<file path="src/rtl/ones_counter_acc_pkg.sv">
// Shared constants for the ones counter: mode encodings and count-width helper.
// Pure definitions, no logic; no latency or backpressure involved.
package ones_counter_acc_pkg;

    localparam logic MODE_SINGLE = 1'b0;
    localparam logic MODE_ACC    = 1'b1;

    // Bits needed to hold a popcount of an n-bit value (0..n inclusive).
    function automatic int cnt_w(input int n);
        return $clog2(n + 1);
    endfunction

endpackage

</file>
<file path="src/rtl/ones_counter_acc_popcount_half.sv">
// Combinational popcount of a W-bit slice.
// Zero latency; no flow control.
module popcount_half #(
    parameter int W  = 3,
    parameter int CW = $clog2(W + 1)
) (
    input  logic [W-1:0]  i_dat,
    output logic [CW-1:0] o_cnt
);

    always_comb begin
        o_cnt = '0;
        for (int i = 0; i < W; i++) begin
            o_cnt = o_cnt + CW'(i_dat[i]);
        end
    end

endmodule

</file>
<file path="src/rtl/ones_counter_acc.sv">
// Two-stage pipelined ones counter with saturating accumulator and peak tracker.
// Latency 2 cycles, 1 sample/cycle; no backpressure (input is always accepted).
module ones_counter_acc
    import ones_counter_acc_pkg::*;
#(
    parameter int N_IN  = 7,
    parameter int CNT_W = $clog2(N_IN + 1),
    parameter int ACC_W = 8
) (
    input  logic             clk,
    input  logic             rstn,
    input  logic             in_valid,
    input  logic [N_IN-1:0]  in_data,
    input  logic             mode,
    input  logic             clear,
    output logic             out_valid,
    output logic [CNT_W-1:0] count,
    output logic [ACC_W-1:0] acc,
    output logic             acc_sat,
    output logic [CNT_W-1:0] peak
);

    // Odd widths put the extra bit in the upper half.
    localparam int LO_W  = N_IN / 2;
    localparam int HI_W  = N_IN - LO_W;
    localparam int LO_CW = cnt_w(LO_W);
    localparam int HI_CW = cnt_w(HI_W);

    logic [LO_CW-1:0] w_lo_cnt;
    logic [HI_CW-1:0] w_hi_cnt;
    logic [LO_CW-1:0] r_lo_cnt;
    logic [HI_CW-1:0] r_hi_cnt;
    logic             r_mode;
    logic             r_v1;

    logic [CNT_W-1:0] w_c;
    logic [ACC_W:0]   w_sum;

    logic             r_out_valid;
    logic [CNT_W-1:0] r_count;
    logic [ACC_W-1:0] r_acc;
    logic             r_acc_sat;
    logic [CNT_W-1:0] r_peak;

    popcount_half #(.W(LO_W), .CW(LO_CW)) u_pc_lo (
        .i_dat (in_data[LO_W-1:0]),
        .o_cnt (w_lo_cnt)
    );

    popcount_half #(.W(HI_W), .CW(HI_CW)) u_pc_hi (
        .i_dat (in_data[N_IN-1:LO_W]),
        .o_cnt (w_hi_cnt)
    );

    always_ff @(posedge clk or negedge rstn) begin
        if (!rstn) begin
            r_lo_cnt <= '0;
            r_hi_cnt <= '0;
            r_mode   <= MODE_SINGLE;
            r_v1     <= 1'b0;
        end else begin
            r_lo_cnt <= w_lo_cnt;
            r_hi_cnt <= w_hi_cnt;
            r_mode   <= mode;
            r_v1     <= in_valid;
        end
    end

    assign w_c   = CNT_W'(r_lo_cnt) + CNT_W'(r_hi_cnt);
    assign w_sum = {1'b0, r_acc} + (ACC_W + 1)'(w_c);

    always_ff @(posedge clk or negedge rstn) begin
        if (!rstn) begin
            r_out_valid <= 1'b0;
            r_count     <= '0;
            r_acc       <= '0;
            r_acc_sat   <= 1'b0;
            r_peak      <= '0;
        end else begin
            r_out_valid <= r_v1;
            if (r_v1) begin
                r_count <= w_c;
            end
            // clear overrides any accumulate/peak update landing on the same edge
            if (clear) begin
                r_acc     <= '0;
                r_acc_sat <= 1'b0;
                r_peak    <= '0;
            end else if (r_v1) begin
                if (r_mode == MODE_SINGLE) begin
                    r_acc <= ACC_W'(w_c);
                end else if (w_sum[ACC_W]) begin
                    r_acc     <= '1;
                    r_acc_sat <= 1'b1;
                end else begin
                    r_acc <= w_sum[ACC_W-1:0];
                end
                if (w_c > r_peak) begin
                    r_peak <= w_c;
                end
            end
        end
    end

    assign out_valid = r_out_valid;
    assign count     = r_count;
    assign acc       = r_acc;
    assign acc_sat   = r_acc_sat;
    assign peak      = r_peak;

endmodule

</file>
<file path="config.mk">
export PLATFORM = sky130hd
export DESIGN_NAME = ones_counter_acc
export DESIGN_NICKNAME = d
export VERILOG_FILES = /design/src/rtl/ones_counter_acc_pkg.sv /design/src/rtl/ones_counter_acc_popcount_half.sv /design/src/rtl/ones_counter_acc.sv
export SDC_FILE = /design/constraint.sdc
export NUM_CORES = 1
export LEC_CHECK = 0
export ABC_CLOCK_PERIOD_IN_PS = 2730
export CAP_MARGIN = 20
export CELL_PAD_IN_SITES_DETAIL_PLACEMENT = 1
export CELL_PAD_IN_SITES_GLOBAL_PLACEMENT = 1
export CORE_MARGIN = 2
export CORE_UTILIZATION = 38
export DETAILED_ROUTE_END_ITERATION = 10
export PLACE_DENSITY_LB_ADDON = 0.1
export SLEW_MARGIN = 15
export SYNTH_ARGS = -nofsm -noshare
export SYNTH_HDL_FRONTEND = slang
export SYNTH_SLANG_ARGS = --single-unit
</file>
<file path="constraint.sdc">
create_clock -name clk -period 2.73 [get_ports clk]
set_input_delay 0.273 -clock clk [delete_from_list [all_inputs] [get_ports clk]]
set_output_delay 0.273 -clock clk [all_outputs]
set_load 0.005 [all_outputs]
</file>
==> impl_summary.md <==
Critical path
The worst register-to-register path has a setup slack of approximately 0.26 ns. The worst reg-to-reg path cell count is 8. The cell with the largest stage delay on the worst path is sky130_fd_sc_hd__fa_1. For this run, the slowest stage of the critical path takes slightly below 0.5 ns.

The number of buffer and inverter instances along the worst setup path is 1. The category of cells accounting for the largest share of critical-path delay is adder cells. The capture instance of the worst register-to-register path is acc[6]. The worst setup path is captured at a flip-flop.

The category of the worst setup path launch point is a flip-flop. In this run the worst path has a maximum fanout of 4. The signal on the critical path passes through ha_1, inv_1, fa_1, fa_1, nor2b_4, o21bai_1, o31a_1, o22a_1. The required time of the critical path is approximately 3.0 ns.

Counting stages on the worst path, the most repeated cell is sky130_fd_sc_hd__fa_1. The reg-to-reg critical path startpoint is r_lo_cnt[0]. The critical path is of the reg -> reg type. The arrival time at the worst endpoint is between 2 and 3 ns.

Timing
The count of final hold-check violations was 0. Setup total negative slack on the finished layout was measured at 0 ns. The tightest hold margin is between 0.2 and 0.3 ns. The post-route clock period utilization is between 90% and 100%. Setup violations remaining at the end of the flow were counted as 0. The maximum clock rate is 405 MHz. Between clock sinks in the finished design, the worst skew comes to between 0.005 and 0.006 ns. The final-report max-slew violation count is 0. The remaining max-slew budget at the tightest pin is 70.2%. For the pin with the worst max-slew slack, the measured transition is 0.446 ns. The shortest period the worst path allows is 2.47 ns.

Setup repair after global routing left no endpoint under its margin.

Floorplan
Measured along the y axis, the die boundary spans just over 60 um. The floorplan has 20 rows. Pin placement for this block handled 28 I/O pins.

After floorplanning, the core was sized to cover just over 3000 um^2. Once the floorplan was initialized, standard cells occupied about two fifths of the core. The die covers roughly 3800 um^2.

The overall die width is 61.6 um.

Logic synthesis
The fraction of the mapped netlist area in adder cells is roughly 15%. In the synthesized netlist, mux cells make up between 5 and 6% of the area. The post-synthesis simple-gate area fraction is 11.5%. For this run, the number of Yosys warnings is 0. The synthesized area is around 1300 um^2. The net count after synthesis is ~140. The number of synthesized register bits is 23. The synthesized netlist devotes about 16% of its cell area to compound gates. The sequential area share after synthesis is 45.6%. After technology mapping, the gate count stands at between 100 and 150. The area share of xor/xnor cells in the synthesized design is 1.39%. The per-instance average area after synthesis is between 10 and 15 um^2. The largest family of logic cells by synthesized area is compound AO/OA/AOI/OAI gates. The distinct cell type count after synthesis is 37.

Cells and area
Of the cells placed in the final design, the portion with a size suffix greater than 1 is 11.1%. Leaving out fill and tap cells, the most frequent cells in the layout are 27 x sky130_fd_sc_hd__clkdlybuf4s50_1, 23 x sky130_fd_sc_hd__dfrtp_1, 12 x sky130_fd_sc_hd__inv_1. The number of fill cells is about 360. The antenna cell count is 0. The final net count is 170. The growth of design area from synthesis to finish is 28.4%. The sequential cells in the finished layout cover a total of 576 um^2. Summing all multi-input logic gate instances after layout gives 624 um^2.

The leading cell type in the layout, fill and taps excluded is sky130_fd_sc_hd__clkdlybuf4s50_1.

CTS
The level count of the clock H-tree is 1. The number of buffers inserted to repair setup after CTS is 0. Hold repair after CTS inserted 0 buffers. In this run the clock root is driven by a sky130_fd_sc_hd__clkbuf_4. The sink count of the clock tree is 23.

The number of gates resized after CTS is 0. The TritonCTS clock tree is done. The clock latency at the later pin of the worst-skew pair is ~0.32 ns. Clock tree synthesis inserted a total of 3 buffers. The longest clock path from root to sink contains 2 buffers. The clock transition time at the flip-flop clock pins of the worst setup and hold paths is between 0.1 and 0.15 ns.

Route
The count of nets left with antenna violations once routing finished came out at 0. The number of design rule violations left after detail routing is 0. The DRC violation total after the first TritonRoute iteration is 25. The first detailed-routing pass ran for 4 iterations. The wire length per cell after detailed routing is around 15 um. The detail-routed via count per cell is slightly above 5. For this block, the via count after detailed routing is 956.

The total wire length after detailed routing is 2810 um.

Power
Summed over all cells, the static leakage comes to roughly 0.00074 uW. The ratio of total power to cell area is ~600 nW/um^2. VDD sags by at most 0.000231 V. The overall power is ~990 uW.

Global route
Global routing consumed, on the met3 layer, roughly 3.4% of the routing resources. The wire length of the first global-routing pass is about 4900 um. The global-route layer with the greatest usage is met2. For this run, the total global-route usage over all layers was measured as between 10% and 20%. The aggregate global routing overflow is 0.

The initial antenna violation count is 0. For met2 alone, demand over resource in global routing was 29.6%. The maximum number of pins on one net before global-route repair is 24. For met1 alone, demand over resource in global routing was 23.8%.

The via count of the first global-routing pass is 1050.

Run status
The run finished with clean final reports.

Place
The final estimated routing congestion in global placement is between 0.8 and 0.9. Input and output buffers added on the ports amount to 27. The sum of net half-perimeters after detailed placement is about 2200 um.

Hold path
The kind of path behind the tightest hold check is in -> async.

Run
Across the run, the number of max-cap violations was 0.
metrics by stage:
stage | area [um^2] | setup WS, ns | instances | utilization (%)
4_1_cts | 1620 | 0.246 | 188 | 52.2
3_5_place_dp | 1590 | 0.260 | 184 | 51.3
6_report | 1620 | 0.259 | 188 | 52.2
5_1_grt | 1620 | 0.103 | 188 | 52.2
3_3_place_gp | 1590 | 0.343 | 184 | 51.3
2_1_floorplan | 1260 | 0.399 | 112 | -
logic make-up after synthesis:
kind of cell               Yosys count
AOI/OAI and AO/OA                   29
xor gates and xnor gates             2
adders and majority gates           13
buffers and inverters               14
DFF                                 23
muxes                                6
and+or+nand+nor                     25
per-layer routing:
layer / vias to the layer above / wire length [um]
met4: 0 / 43
li1: 457 / -
met5: - / 0
met2: 19 / 1440
met1: 477 / 1230
met3: 3 / 100
worst register-to-register path, cell delays in order (launching register included):
cell	delay (ns)
sky130_fd_sc_hd__dfrtp_1	0.39
sky130_fd_sc_hd__ha_1	0.19
sky130_fd_sc_hd__inv_1	0.06
sky130_fd_sc_hd__fa_1	0.47
sky130_fd_sc_hd__fa_1	0.49
sky130_fd_sc_hd__nor2b_4	0.18
sky130_fd_sc_hd__o21bai_1	0.11
sky130_fd_sc_hd__o31a_1	0.29
sky130_fd_sc_hd__o22a_1	0.19
registers in the layout, indices dropped and copies added (netlist names):
register   count
acc            8
acc_sat        1
r_lo_cnt       2
count          3
r_hi_cnt       3
r_mode         1
out_valid      1
peak           3
r_v1           1
cells in the mapped netlist, drive strengths merged:
| cell type | instances | area (um^2) |
|---|---|---|
| a21o | 3 | 22.5 |
| a211oi | 1 | 7.51 |
| fa | 4 | 80.1 |
| o21a | 2 | 15.0 |
| inv | 12 | 45.0 |
| o31ai | 1 | 7.51 |
| nor3 | 1 | 5.00 |
| and3 | 2 | 12.5 |
| mux2 | 4 | 45.0 |
| o22ai | 2 | 12.5 |
| ha | 9 | 113 |
| a21oi | 4 | 20.0 |
| and2b | 1 | 8.76 |
| nand3 | 1 | 5.00 |
| nor2 | 6 | 22.5 |
| dfrtp | 23 | 576 |
| buf | 2 | 16.3 |
| nand3b | 1 | 7.51 |
| o22a | 2 | 18.8 |
| o2111ai | 1 | 15.0 |
| nand2 | 5 | 23.8 |
| mux2i | 2 | 20.0 |
| nor4 | 1 | 6.26 |
| xor2 | 1 | 8.76 |
| o31a | 1 | 8.76 |
| o21ai | 6 | 30.0 |
| a31oi | 2 | 12.5 |
| a22o | 3 | 26.3 |
| xnor2 | 1 | 8.76 |
| nand2b | 4 | 25.0 |
| nor2b | 2 | 20.0 |
| and3b | 1 | 8.76 |
| o21bai | 1 | 7.51 |
power breakdown:
group / internal (uW) / switching, uW
Combinational: 221 / 179
Sequential: 389 / 31.3
Clock: 57.3 / 109
how the worst max path moves through the flow:
| stage | startpoint | end | depth (start not counted) |
|---|---|---|---|
| floorplan | r_lo_cnt[0] | acc[6] | 8 |
| global placement | r_lo_cnt[0] | acc[6] | 8 |
| detailed placement | r_lo_cnt[0] | acc[6] | 8 |
| CTS | r_lo_cnt[0] | acc[6] | 8 |
| global route | r_lo_cnt[0] | acc[3] | 9 |
| finish | r_lo_cnt[0] | acc[6] | 8 |
final cells by class:
class	instances	share of cell area [%]
tap	44	3.40
sequential	23	35.5
inverter	12	2.78
clock buffer	4	1.62
timing repair buffer	30	18.1
multi-input combinational	75	38.6
No activity file was read; power rests on OpenSTA's default activity.
